$ cat src/rtl/uart_pkg.sv
// Shared UART definitions: FSM state encoding, default line constants and
// elaboration-time helpers for the baud divider and counter widths.
package uart_pkg;

  localparam int C_CLK_FRQ_DEF    = 100_000_000;
  localparam int C_BAUD_DEF       = 115200;
  localparam int C_OVERSAMPLE_DEF = 16;

  typedef enum logic [2:0] {
    sIdle   = 3'd0,
    sStart  = 3'd1,
    sData   = 3'd2,
    sParity = 3'd3,
    sStop   = 3'd4,
    sBreak  = 3'd5
  } uart_state_t;

  // Rounded clocks per oversample tick.
  function automatic int calc_div(input int clk_frq, input int baud, input int os);
    return (clk_frq + (baud * os) / 2) / (baud * os);
  endfunction

  // Bits needed for a counter with n distinct values (0..n-1).
  function automatic int cnt_width(input int n);
    return (n <= 2) ? 1 : $clog2(n);
  endfunction

endpackage

$ cat src/rtl/uart_baud_gen.sv
// Oversample tick generator: one-clock strobe every C_DIV clocks, with a
// synchronous clear so the tick phase can be aligned to a start edge.
module uart_baud_gen
  import uart_pkg::*;
#(
  parameter int C_DIV = 54
) (
  input  logic clk,
  input  logic rstb,
  input  logic clr,
  output logic tick
);

  localparam int CNT_W = cnt_width(C_DIV);
  localparam logic [CNT_W-1:0] CNT_LAST = CNT_W'(C_DIV - 1);

  logic [CNT_W-1:0] div_cnt_r;

  // Free-running divider, held at zero while clr is asserted.
  always_ff @(posedge clk or negedge rstb) begin
    if (!rstb) begin
      div_cnt_r <= {CNT_W{1'b0}};
      tick      <= 1'b0;
    end else if (clr) begin
      div_cnt_r <= {CNT_W{1'b0}};
      tick      <= 1'b0;
    end else if (div_cnt_r == CNT_LAST) begin
      div_cnt_r <= {CNT_W{1'b0}};
      tick      <= 1'b1;
    end else begin
      div_cnt_r <= div_cnt_r + 1'b1;
      tick      <= 1'b0;
    end
  end

endmodule

$ cat src/rtl/uart_rx.sv
// Oversampling UART receiver (LSB-first, start + W data + stop). Defining
// UART_RX_PARITY_EN inserts a parity bit checked per C_PARITY_ODD.
module uart_rx
  import uart_pkg::*;
#(
  parameter int C_CLK_FRQ         = C_CLK_FRQ_DEF,
  parameter int C_BAUD            = C_BAUD_DEF,
  parameter int C_OVERSAMPLE      = C_OVERSAMPLE_DEF,
  parameter int C_UART_DATA_WIDTH = 8,
  parameter int C_PARITY_ODD      = 0
) (
  input  logic                         clk,
  input  logic                         rstb,
  input  logic                         rx,
  output logic [C_UART_DATA_WIDTH-1:0] UART_msg,
  output logic                         UART_valid,
  output logic                         UART_err
);

  localparam int W      = C_UART_DATA_WIDTH;
  localparam int C_DIV  = calc_div(C_CLK_FRQ, C_BAUD, C_OVERSAMPLE);
  localparam int TICK_W = cnt_width(C_OVERSAMPLE);
  localparam int BIT_W  = cnt_width(W);
  localparam logic [TICK_W-1:0] HALF_LAST = TICK_W'(C_OVERSAMPLE / 2 - 1);
  localparam logic [TICK_W-1:0] FULL_LAST = TICK_W'(C_OVERSAMPLE - 1);
  localparam logic [BIT_W-1:0]  BIT_LAST  = BIT_W'(W - 1);

  if ((C_OVERSAMPLE < 8) || ((C_OVERSAMPLE % 2) != 0) || (C_PARITY_ODD < 0) || (C_PARITY_ODD > 1)) begin : g_bad_cfg
    $error("uart_rx: C_OVERSAMPLE must be even and >= 8, C_PARITY_ODD must be 0 or 1");
  end

  uart_state_t       state_r;
  logic              rx_meta_r;
  logic              rx_sync_r;
  logic              rx_s;
  logic              tick_s;
  logic              clr_s;
  logic              par_ok_s;
  logic [TICK_W-1:0] tick_cnt_r;
  logic [BIT_W-1:0]  bit_cnt_r;
  logic [W-1:0]      shift_r;

  assign rx_s  = rx_sync_r;
  // Divider stays cleared while idle so the first tick is start-edge aligned.
  assign clr_s = (state_r == sIdle);

`ifdef UART_RX_PARITY_EN
  logic par_err_r;

  // True when data plus received parity bit disagree with the configured sense.
  function automatic logic parity_mismatch(input logic [W-1:0] data, input logic par_bit);
    return ((^data) ^ par_bit) != C_PARITY_ODD[0];
  endfunction

  assign par_ok_s = !par_err_r;
`else
  assign par_ok_s = 1'b1;
`endif

  uart_baud_gen #(.C_DIV(C_DIV)) u_baud_gen (
    .clk  (clk),
    .rstb (rstb),
    .clr  (clr_s),
    .tick (tick_s)
  );

  // Two-flop synchroniser for the asynchronous line, reset to idle-high.
  always_ff @(posedge clk or negedge rstb) begin
    if (!rstb) begin
      rx_meta_r <= 1'b1;
      rx_sync_r <= 1'b1;
    end else begin
      rx_meta_r <= rx;
      rx_sync_r <= rx_meta_r;
    end
  end

  // Deframing FSM with registered one-clock valid/err pulses.
  always_ff @(posedge clk or negedge rstb) begin
    if (!rstb) begin
      state_r    <= sIdle;
      tick_cnt_r <= {TICK_W{1'b0}};
      bit_cnt_r  <= {BIT_W{1'b0}};
      shift_r    <= {W{1'b0}};
      UART_msg   <= {W{1'b0}};
      UART_valid <= 1'b0;
      UART_err   <= 1'b0;
`ifdef UART_RX_PARITY_EN
      par_err_r  <= 1'b0;
`endif
    end else begin
      UART_valid <= 1'b0;
      UART_err   <= 1'b0;
      case (state_r)
        sIdle: begin
          tick_cnt_r <= {TICK_W{1'b0}};
          bit_cnt_r  <= {BIT_W{1'b0}};
          if (!rx_s) state_r <= sStart;
        end
        sStart: if (tick_s) begin
          if (tick_cnt_r == HALF_LAST) begin
            tick_cnt_r <= {TICK_W{1'b0}};
            bit_cnt_r  <= {BIT_W{1'b0}};
            state_r    <= rx_s ? sIdle : sData;
          end else begin
            tick_cnt_r <= tick_cnt_r + 1'b1;
          end
        end
        sData: if (tick_s) begin
          if (tick_cnt_r == FULL_LAST) begin
            tick_cnt_r <= {TICK_W{1'b0}};
            shift_r    <= {rx_s, shift_r[W-1:1]};
            if (bit_cnt_r == BIT_LAST) begin
`ifdef UART_RX_PARITY_EN
              state_r <= sParity;
`else
              state_r <= sStop;
`endif
            end else begin
              bit_cnt_r <= bit_cnt_r + 1'b1;
            end
          end else begin
            tick_cnt_r <= tick_cnt_r + 1'b1;
          end
        end
`ifdef UART_RX_PARITY_EN
        sParity: if (tick_s) begin
          if (tick_cnt_r == FULL_LAST) begin
            tick_cnt_r <= {TICK_W{1'b0}};
            par_err_r  <= parity_mismatch(shift_r, rx_s);
            state_r    <= sStop;
          end else begin
            tick_cnt_r <= tick_cnt_r + 1'b1;
          end
        end
`endif
        sStop: if (tick_s) begin
          if (tick_cnt_r == FULL_LAST) begin
            tick_cnt_r <= {TICK_W{1'b0}};
            if (rx_s && par_ok_s) begin
              UART_msg   <= shift_r;
              UART_valid <= 1'b1;
              state_r    <= sIdle;
            end else begin
              UART_err <= 1'b1;
              state_r  <= rx_s ? sIdle : sBreak;
            end
          end else begin
            tick_cnt_r <= tick_cnt_r + 1'b1;
          end
        end
        // A held-low line reports once, then waits for the line to recover.
        sBreak: if (rx_s) state_r <= sIdle;
        default: state_r <= sIdle;
      endcase
    end
  end

endmodule
$ cat config.mk
export PLATFORM = sky130hd
export DESIGN_NAME = uart_rx
export DESIGN_NICKNAME = d
export VERILOG_FILES = /design/src/rtl/uart_pkg.sv /design/src/rtl/uart_baud_gen.sv /design/src/rtl/uart_rx.sv
export SDC_FILE = /design/constraint.sdc
export NUM_CORES = 1
export LEC_CHECK = 0
export BUFFER_PORTS_ARGS = -buffer_cell sky130_fd_sc_hd__buf_4
export CORE_MARGIN = 1
export CORE_UTILIZATION = 40
export DETAILED_ROUTE_END_ITERATION = 6
export PLACE_DENSITY = 0.62
export SYNTH_ARGS = -nofsm -noshare
export SYNTH_HDL_FRONTEND = slang
export SYNTH_SLANG_ARGS = --single-unit
$ cat constraint.sdc
create_clock -name clk -period 2.4 [get_ports clk]
set_input_delay 0.48 -clock clk [delete_from_list [all_inputs] [get_ports clk]]
set_output_delay 0.48 -clock clk [all_outputs]
set_load 0.02 [all_outputs]
==> results of run 1 <==
==> worst paths after layout <==
kind / startpoint / endpoint / slack (ns)
setup reg to reg: tick_cnt_r[0]$_DFFE_PN0P_ / UART_msg[5]$_DFFE_PN0P_ / 0.42
setup / recovery: tick_cnt_r[0]$_DFFE_PN0P_ / UART_msg[5]$_DFFE_PN0P_ / 0.42
max in group asynchronous: rstb / rx_meta_r$_DFF_PN1_ / 1.90
hold reg to reg: rx_meta_r$_DFF_PN1_ / rx_s$_DFF_PN1_ / 0.36
min in group clk: rx / rx_meta_r$_DFF_PN1_ / 0.30
hold / removal: rstb / bit_cnt_r[2]$_DFFE_PN0P_ / 0.14
==> flip-flops by register name, summed over array words and instances (netlist names) <==
register and cells:
shift_r 8, rx_meta_r 1, UART_valid 1, state_r 3
u_baud_gen.tick 1, u_baud_gen.div_cnt_r 6, UART_msg 8, rx_s 1
tick_cnt_r 4, UART_err 1, bit_cnt_r 3
==> per-layer routing <==
layer | GRT usage [%] | up-vias
met4 | 6.510 | 0
met3 | 4.500 | 5
met5 | 0 | -
met2 | 22.92 | 17
met1 | 19.54 | 559
li1 | - | 549
==> kinds of logic after synthesis <==
kind of cell,Yosys count,synth area share (%)
flip-flops,37,52.62
AO/OA/AOI/OAI,16,6.171
adder cells (fa/ha/maj),7,4.681
buffers and inverters,11,2.907
AND/OR/NAND/NOR,52,15.75
multiplexers,20,14.40
XOR/XNOR,7,3.475
==> critical path, delay by kind of cell (launching register included) <==
kind	cells	cell delay, ns
and+or+nand+nor	3	0.89
DFF	1	0.39
muxes	1	0.34
adders and majority gates	1	0.24
==> cell usage in the layout (no fill, tap or decap), types with 3 or more instances in the layout <==
cell type,n
nor3_1,6
clkbuf_8,6
xor2_1,4
nor2_1,13
buf_4,13
a21oi_1,4
mux2_2,11
nand2_1,10
xnor2_1,3
inv_1,4
mux2_4,8
a31oi_1,3
nand3_1,3
ha_1,5
dfrtp_1,35
==> power groups by stage <==
stage / Combinational (mW) / Sequential [mW] / Clock, mW
3_5_place_dp: 0.0155 / 0.640 / 0
3_3_place_gp: 0.0146 / 0.640 / 0
4_1_cts: 0.0156 / 0.628 / 0.560
6_report: 0.0144 / 0.628 / 0.548
2_1_floorplan: 0.000627 / 0.639 / 0
5_1_grt: 0.0179 / 0.628 / 0.584
==> through the flow <==
| stage | std cells | setup WS [ns] | util [%] | cell area [µm²] |
|---|---|---|---|---|
| CTS | 214 | 0.4240 | 48.71 | 2004 |
| finish | 214 | 0.4232 | 48.71 | 2004 |
| global route | 214 | 0.2896 | 48.71 | 2004 |
| global placement | 206 | 0.4789 | 45.88 | 1888 |
| floorplan | 150 | 0.5192 | - | 1764 |
| detailed placement | 206 | 0.4275 | 45.88 | 1888 |
==> cells in the mapped netlist <==
cell type,n
dfrtp_1,35
nor2_1,13
mux2_2,11
nand2_1,10
mux2_4,8
nor3_1,6
ha_1,5
a21oi_1,4
inv_1,4
xor2_1,4
a31oi_1,3
clkbuf_1,3
nand3_1,3
xnor2_1,3
a211oi_1,2
and3_1,2
buf_2,2
dfstp_2,2
maj3_1,2
nand4_1,2
nor2b_1,2
or2_2,2
or2b_1,2
a211o_1,1
a21o_2,1
a22o_1,1
a31o_2,1
and3_2,1
and3_4,1
buf_1,1
buf_6,1
mux2i_1,1
nand2_2,1
nand2b_1,1
nand3b_1,1
nand4b_1,1
nor2_2,1
nor3b_1,1
nor4b_1,1
o21ai_0,1
o22ai_1,1
o2bb2ai_1,1
or4_4,1
==> final cells by class <==
| type | count | share of cell area, % |
|---|---|---|
| tap | 50 | 3.121 |
| inverter | 4 | 0.7491 |
| multi-input combinational | 102 | 39.14 |
| sequential | 37 | 46.32 |
| clock inverter | 1 | 1.498 |
| clock buffer | 7 | 4.307 |
| timing repair buffer | 13 | 4.869 |
==> flow_summary_export.csv, run 1 <==
group,metric,value,unit
detailed_routing,firstDrtPassIters,4,
clock_tree,cts_resized,0,
clock_tree,cts_tree,"yes",
worst_setup_path,critPathKind,"register to register",
die,start_util,42.87,%
clock_tree,ctsLongestPathBuffers,2,
detailed_routing,drtIter0Drc,55,
layout,seqCellArea,928.4,µm²
yosys,ys_seq_elements,37,
pwr,power,1.191,mW
worst_setup_path,critPathSlowestCell,"or4_4",
job,drv_cap,0,
place,place_congestion,0.8150,
worst_setup_path,reg2reg_depth,5,
layout,multiInputGateArea,784.5,µm²
place,dp_hpwl,2136,µm
yosys,yosysTopAreaCell,"dfrtp_1",
sta,max-slew-margin-rel,64.89,%
yosys,ys_types,43,
sta,hold_violations,0,
pwr,p_sw_share,18.74,%
yosys,syn-num-nets,158,
detailed_routing,drt.antenna.violating_nets,0,
die,coreArea,4115,µm²
detailed_routing,drc,0,
grt,grt_pass1_vias,1099,
yosys,synth_area_per_cell,11.76,µm²
grt,grt_use_total,15.01,%
grt,grt_overflow,0,
pwr,switchingPower,223.1,µW
clock_tree,root_buffer,"clkbuf_8",
worst_setup_path,required,2.57,ns
detailed_routing,top_layer_used,"met4",
detailed_routing,routedWlPerCell,13.91,µm
clock_tree,cts_setup_buffers,0,
grt,grt_max_degree,38,
pwr,pwr-share-seq,52.7,%
detailed_routing,routed-wl-met2,1445,µm
pwr,internal_power,967.6,µW
yosys,ys_top_cells_by_area,"dfrtp_1 50%, mux2_2 7.0%, mux2_4 6.8%",
yosys,syn-cell-area,1764,µm²
clock_tree,cts_htree_levels,2,
worst_setup_path,path_cells,"ha_1, and3_4, nand2_2, or4_4, mux2_4",
sta,fin_hold_ws,0.1365,ns
sta,slew_viol_final,0,
place,port_buffers,12,
sta,max_freq,505.9,MHz
yosys,ys_warn_count,0,
detailed_routing,vias,1130,
clock_tree,clk_latency,0.29,ns
clock_tree,clock_sinks,37,
sta,skew,0.004267,ns
pwr,p_leak,0.9943,nW
worst_setup_path,cp.arrival,2.15,ns
detailed_routing,wl_met1,1406,µm
worst_setup_path,cp-end-kind,"register",
die,ioPinCount,13,
worst_setup_path,critPathLaunchType,"register",
detailed_routing,drt-total-wl,2977,µm
layout,nFillCells,354,
sta,fin_crit_sh,82.37,%
sta,tightestPinTransition,0.5266,ns
die,dieHeight,68.41,µm
sta,fin_crit,1.977,ns
layout,syn2layout_area_growth,13.62,%
pwr,comb_power_share,1.2,%
yosys,yosysTopAreaCellShare,49.65,%
min_path,hp-class,"input port to asynchronous set/reset pin",
clock_tree,numCtsBuffers,5,
sta,finalSetupViolCount,0,
grt,grt_pass1_wl,4968,µm
layout,layout-drive-gt1-share,30.49,%
die,num_rows,23,
detailed_routing,dr_wl_met3,93,µm
yosys,syn_inst,150,
die,die_area,4680,µm²
clock_tree,clk_pin_slew_worst_paths,0.07,ns
sta,rsz0062_at_grt,"no",
sta,setup_tns,0,ns
pwr,clockPowerShare,46.1,%
worst_setup_path,slowest_delay,0.61,ns
layout,finalNetCount,171,
pwr,ir_worst_vdd,333.1,µV
status,outcome,"complete, no violations",
pwr,cellPowerDensity,594.0,nW/µm²
detailed_routing,vias_per_cell,5.280,
worst_setup_path,path_max_fanout,9,
die,die_w,68.41,µm
grt,antenna_found_initial,0,
layout,antenna_cells_inserted,0,
yosys,yosysSeqAreaShare,52.62,%
clock_tree,cts_hold_buf,0,
Note: power is estimated with default switching activity, not from simulation.
==> inputs of run 2 (changes only) <==
--- a/config.mk
+++ b/config.mk
@@ -5,11 +5,12 @@
 export SDC_FILE = /design/constraint.sdc
 export NUM_CORES = 1
 export LEC_CHECK = 0
+export ABC_AREA = 1
 export BUFFER_PORTS_ARGS = -buffer_cell sky130_fd_sc_hd__buf_4
 export CORE_MARGIN = 1
 export CORE_UTILIZATION = 40
 export DETAILED_ROUTE_END_ITERATION = 6
-export PLACE_DENSITY = 0.62
+export PLACE_DENSITY = 0.64
 export SYNTH_ARGS = -nofsm -noshare
 export SYNTH_HDL_FRONTEND = slang
 export SYNTH_SLANG_ARGS = --single-unit
==> constraint.sdc (replaced) <==
create_clock -name clk -period 1.81 [get_ports clk]
set_input_delay 0.362 -clock clk [delete_from_list [all_inputs] [get_ports clk]]
set_output_delay 0.362 -clock clk [all_outputs]
set_load 0.02 [all_outputs]
==> flow_summary_export.csv, run 2 <==
group,metric,value,unit
yosys,ys_warn_count,0,
worst_setup_path,required,1.98,ns
yosys,yosysTopAreaCellShare,46.51,%
clock_tree,clk_pin_slew_worst_paths,0.07,ns
sta,fin_crit,1.504,ns
die,start_util,42.37,%
grt,grt_pass1_wl,5823,µm
layout,layout_commonest_cell,"nand2_1",
clock_tree,ctsLongestPathBuffers,2,
sta,finalSetupViolCount,0,
min_path,hp-class,"input port to asynchronous set/reset pin",
sta,skew,0.005290,ns
pwr,p_leak,1.033,nW
worst_setup_path,critPathSlowestCell,"dfrtp_1",
yosys,yosysTopAreaCell,"dfrtp_1",
layout,antenna_cells_inserted,0,
sta,slew_viol_final,0,
pwr,ir_worst_vdd,371.6,µV
worst_setup_path,crit_buf_inv,0,
sta,max-slew-margin-rel,67.38,%
worst_setup_path,crit_family,"simple AND/OR/NAND/NOR gates",
layout,postLayoutCoreUtil,47.89,%
clock_tree,cts_tree,"yes",
detailed_routing,drc,0,
clock_tree,root_buffer,"clkbuf_8",
yosys,synth_area_per_cell,8.799,µm²
yosys,syn-cell-area,1883,µm²
grt,antenna_found_initial,0,
place,place_congestion,0.8445,
yosys,yosysSeqAreaShare,49.30,%
detailed_routing,vias,1360,
clock_tree,cts_hold_buf,0,
worst_setup_path,slowest_delay,0.40,ns
yosys,synth-edff-count,0,
layout,layout-drive-gt1-share,23.71,%
worst_setup_path,reg2reg_from,"tick_cnt_r[0]$_DFFE_PN0P_",
clock_tree,cts_htree_levels,2,
yosys,syn-num-nets,222,
grt,grt_overflow,0,
worst_setup_path,path_max_fanout,16,
grt,grt_max_degree,38,
layout,fin_area,2128,µm²
yosys,ys_types,27,
clock_tree,cts_resized,0,
grt,grt_pass1_vias,1302,
worst_setup_path,path_cells,"ha_1, nand3_2, nor2_2, nand3_4, nand2_1, o21ai_2",
layout,final_cell_mix,"60 x nand2_1, 35 x dfrtp_1, 23 x inv_1, 18 x nor2_1, 13 x buf_4",
layout,finalNetCount,239,
yosys,ys_top_cells_by_area,"dfrtp_1 47%, nand2_1 12%, o21ai_2 4.7%",
detailed_routing,drtIter0Drc,66,
yosys,synth_ff_type,"dfrtp_1",
yosys,synth_common_cells,"60 x nand2_1, 35 x dfrtp_1, 23 x inv_1",
layout,syn2layout_area_growth,13.02,%
detailed_routing,routedWlPerCell,10.98,µm
worst_setup_path,cp-end-kind,"register",
detailed_routing,firstDrtPassIters,4,
detailed_routing,drt.antenna.violating_nets,0,
worst_setup_path,r2r_setup_slack,0.31,ns
sta,tightestPinTransition,0.4860,ns
worst_setup_path,worstSetupPathDepth,6,
sta,fin_crit_sh,83.11,%
sta,rsz0062_at_grt,"no",
layout,nFillCells,423,
die,dieHeight,70.61,µm
die,num_rows,24,
worst_setup_path,reg2reg_depth,6,
die,ioPinCount,13,
yosys,syn_inst,214,
clock_tree,clk_latency,0.29,ns
worst_setup_path,critPathLaunchType,"register",
worst_setup_path,critPathKind,"register to register",
layout,multiInputGateArea,827.0,µm²
clock_tree,cts_setup_buffers,0,
yosys,synth.most_common_cell,"nand2_1",
layout,reg.largest.list,"UART_msg: 8 flops, shift_r: 8 flops, u_baud_gen.div_cnt_r: 6 flops",
status,outcome,"complete, no violations",
detailed_routing,vias_per_cell,4.789,
sta,max_freq,664.7,MHz
sta,hold_violations,0,
detailed_routing,drt-total-wl,3118,µm
yosys,ys_async_sr_fraction,100.0,%
clock_tree,clock_sinks,37,
sta,fin_hold_ws,0.01915,ns
worst_setup_path,regToRegEndpoint,"shift_r[7]$_DFFE_PN0P_",
clock_tree,numCtsBuffers,5,
place,dp_hpwl,2220,µm
die,die_w,70.61,µm
yosys,ys_seq_elements,37,
grt,grt_use_total,14.86,%
sta,setup_tns,0,ns
layout,seqCellArea,928.4,µm²
die,die_area,4986,µm²
place,dpl-instance-area,2009,µm²
die,coreArea,4444,µm²
worst_setup_path,cp.arrival,1.68,ns
pwr,cellPowerDensity,733.0,nW/µm²
place,port_buffers,12,
job,drv_cap,0,
[run 2: cell types whose count changed after synthesis, moves of 5 or more]
cell,previous run,this run
nand2_1,10,60
inv_1,4,23
mux2_2,11,0
o21ai_2,0,10
o21ai_1,0,9
mux2_4,8,0
nand3_1,3,10
nor2_1,13,18
nor2_2,1,6
nor3_1,6,1
[run 2: stage by stage]
stage               total power, mW  cells  setup slack, ns
floorplan                    0.8499    214           0.4081
global placement             0.8709    276           0.2280
detailed placement           0.8709    276           0.1781
CTS                           1.585    284           0.1749
global route                  1.617    284           0.1154
finish                        1.560    284           0.3057
[run 2: worst reg2reg max path, stage by stage (launching register included)]
cell	delay [ns]
dfrtp_1	0.40
ha_1	0.23
nand3_2	0.12
nor2_2	0.22
nand3_4	0.24
nand2_1	0.14
o21ai_2	0.05
[run 2: final cells by class]
type,count,share of cell area (%)
Sequential cell,37,43.62
Multi-Input combinational cell,148,38.86
Inverter,26,4.644
Timing Repair Buffer,13,4.586
Clock buffer,6,3.410
Tap cell,52,3.057
Clock inverter,2,1.822
[run 2: cell families (layout without fill, tap and decap cells)]
| group | after synthesis | in the layout | synth area share [%] |
|---|---|---|---|
| buffers and inverters | 29 | 47 | 7.176 |
| DFF | 37 | 37 | 49.30 |
| xor gates and xnor gates | 4 | 4 | 1.861 |
| adders and majority gates | 5 | 5 | 3.322 |
| and+or+nand+nor | 115 | 115 | 29.97 |
| AOI/OAI and AO/OA | 24 | 24 | 8.371 |
[run 2: where the power goes]
group          internal [mW]  switching [mW]  total (mW)
Combinational        0.00323          0.0170      0.0203
Sequential             0.830         0.00247       0.833
Clock                  0.413           0.294       0.707
Total                   1.25           0.313        1.56
[run 2: how the worst max path moves through the flow]
stage,start,to,slack [ns]
CTS,tick_cnt_r[0]$_DFFE_PN0P_,shift_r[5]$_DFFE_PN0P_,0.17
detailed placement,tick_cnt_r[0]$_DFFE_PN0P_,shift_r[7]$_DFFE_PN0P_,0.18
global route,tick_cnt_r[0]$_DFFE_PN0P_,shift_r[0]$_DFFE_PN0P_,0.12
finish,tick_cnt_r[0]$_DFFE_PN0P_,shift_r[7]$_DFFE_PN0P_,0.31
global placement,tick_cnt_r[0]$_DFFE_PN0P_,shift_r[2]$_DFFE_PN0P_,0.23
floorplan,tick_cnt_r[0]$_DFFE_PN0P_,shift_r[5]$_DFFE_PN0P_,0.41
[run 2: layer usage]
metal / track usage [%] / up-vias / routed length [µm]
li1: - / 712 / -
met2: 22.87 / 13 / 1441
met3: 4.701 / 2 / 111
met4: 4.000 / 0 / 11
met1: 20.50 / 633 / 1553
met5: 0 / - / 0
==> inputs of run 3 (changes only) <==
==> constraint.sdc (replaced) <==
create_clock -name clk -period 1.2 [get_ports clk]
set_input_delay 0.24 -clock clk [delete_from_list [all_inputs] [get_ports clk]]
set_output_delay 0.24 -clock clk [all_outputs]
set_load 0.02 [all_outputs]
==> flow_summary_export.csv, run 3 (same netlist as run 2, synthesis figures left out) <==
group,metric,value,unit
die,start_util,42.37,%
min_path,hold_depth,1,
worst_setup_path,slowest_delay,0.40,ns
sta,max_freq,737.1,MHz
layout,reg.largest.list,"UART_msg: 8 flops, shift_r: 8 flops, u_baud_gen.div_cnt_r: 6 flops",
detailed_routing,vias_per_cell,4.772,
die,num_rows,24,
pwr,ir_worst_vdd,721.2,µV
sta,setup_ws,-0.1566,ns
layout,antenna_cells_inserted,0,
worst_setup_path,required,1.39,ns
job,drv_cap,0,
pwr,cellPowerDensity,912.1,nW/µm²
die,die_w,70.61,µm
min_path,holdPathEnd,"rx_meta_r$_DFF_PN1_",
layout,multiInputGateArea,1046,µm²
detailed_routing,drc,0,
sta,finalSetupViolCount,34,
sta,hold_violations,0,
worst_setup_path,path_cells,"ha_4, nand3_4, nand3_2, nand2_4, nor2_4, nand3_2, nand2_1, nand2_1",
layout,finalNetCount,275,
worst_setup_path,cp-end-kind,"register",
detailed_routing,routedWlPerCell,11.96,µm
layout,nFillCells,385,
worst_setup_path,regToRegEndpoint,"state_r[1]$_DFFE_PN0P_",
worst_setup_path,cp.arrival,1.54,ns
clock_tree,clk_latency,0.29,ns
sta,rsz0062_at_grt,"yes",
sta,fin_hold_ws,0.05024,ns
die,dieHeight,70.61,µm
die,coreArea,4444,µm²
sta,setup_tns,-3.335,ns
sta,tightestPinTransition,0.4721,ns
layout,postLayoutCoreUtil,59.21,%
sta,max-slew-margin-rel,68.52,%
clock_tree,cts_htree_levels,2,
clock_tree,ctsLongestPathBuffers,2,
worst_setup_path,r2r_setup_slack,-0.16,ns
grt,grt_pass1_wl,6610,µm
clock_tree,cts_tree,"yes",
pwr,p_leak,1.207,nW
detailed_routing,drt-total-wl,3826,µm
place,port_buffers,12,
worst_setup_path,critPathSlowestCell,"dfrtp_1",
grt,grt_use_total,17.18,%
clock_tree,clock_sinks,37,
clock_tree,numCtsBuffers,5,
status,outcome,"finished, violations left",
die,die_area,4986,µm²
worst_setup_path,reg2reg_depth,8,
detailed_routing,vias,1527,
detailed_routing,drtIter0Drc,75,
min_path,hp-class,"input port to register",
die,ioPinCount,13,
pwr,power,2.400,mW
detailed_routing,drt.antenna.violating_nets,0,
worst_setup_path,critPathLaunchType,"register",
min_path,hold_path.startpoint,"rx",
sta,slew_viol_final,0,
sta,fin_crit,1.357,ns
grt,grt_max_degree,38,
place,dp_hpwl,2509,µm
grt,antenna_found_initial,0,
clock_tree,clk_pin_slew_worst_paths,0.08,ns
layout,syn2layout_area_growth,39.73,%
grt,grt_pass1_vias,1534,
status,violations,"negative setup slack",
sta,fin_crit_sh,113.1,%
grt,grt_overflow,0,
clock_tree,root_buffer,"clkbuf_8",
layout,final_cell_mix,"42 x nand2_1, 42 x buf_4, 32 x dfrtp_1, 21 x inv_1, 19 x nand2_2",
detailed_routing,firstDrtPassIters,4,
sta,skew,0.006198,ns
layout,seqCellArea,932.1,µm²
worst_setup_path,reg2reg_from,"tick_cnt_r[0]$_DFFE_PN0P_",
layout,layout-drive-gt1-share,49.63,%
place,place_congestion,0.9042,
worst_setup_path,path_max_fanout,6,
worst_setup_path,critPathKind,"register to register",
-- run 3: final cells by class --
cell class              instances  area share, %
multi-input cells             150          39.75
clock buffers                   5          2.615
clock inverters                 3          1.664
flip-flops and latches         37          35.43
inverters                      26          3.994
repair buffers                 47          14.08
well taps                      52          2.473
-- run 3: repair_timing --
action / CTS / global route
setup buffers: 5 / 0
endpoints found under the hold margin: 35 / 0
gates resized for setup: 24 / 30
gates cloned: 2 / 0
setup endpoints to repair: 33 / 35
pin swaps: 17 / 19
hold buffers: 1 / 0
-- run 3: how the worst max path moves through the flow --
stage / startpoint / endpoint / slack (ns) / cells after the start
finish: tick_cnt_r[0]$_DFFE_PN0P_ / state_r[1]$_DFFE_PN0P_ / -0.16 / 8
global route: tick_cnt_r[1]$_DFFE_PN0P_ / state_r[2]$_DFFE_PN0P_ / -0.24 / 8
CTS: tick_cnt_r[0]$_DFFE_PN0P_ / state_r[2]$_DFFE_PN0P_ / -0.14 / 8
detailed placement: tick_cnt_r[0]$_DFFE_PN0P_ / shift_r[1]$_DFFE_PN0P_ / -0.19 / 6
global placement: tick_cnt_r[0]$_DFFE_PN0P_ / shift_r[2]$_DFFE_PN0P_ / -0.18 / 6
floorplan: tick_cnt_r[0]$_DFFE_PN0P_ / shift_r[5]$_DFFE_PN0P_ / -0.10 / 7
-- run 3: power by group --
group          leakage, nW  internal, mW  switching (mW)
Sequential           0.492          1.25         0.00254
Clock               0.0585         0.623           0.478
Combinational        0.657        0.0134          0.0309
Total                 1.21          1.89           0.512
-- run 3: layer usage --
metal	wire, µm	track usage, %
met1	1785	21.19
met2	1844	28.48
met3	154	5.271
met4	42	6.667
met5	0	0
-- run 3: per-stage QoR --
stage | instances | setup WS, ns | area [µm²]
floorplan | 214 | -0.1044 | 1946
global placement | 304 | -0.1773 | 2278
detailed placement | 304 | -0.1945 | 2278
CTS | 320 | -0.1384 | 2532
global route | 320 | -0.2405 | 2631
finish | 320 | -0.1566 | 2631
-- run 3: worst max-delay path, delay by kind of cell, from the launching register on --
family | cells | cell delay, ns
and+or+nand+nor | 7 | 0.67
adders and majority gates | 1 | 0.17
DFF | 1 | 0.40
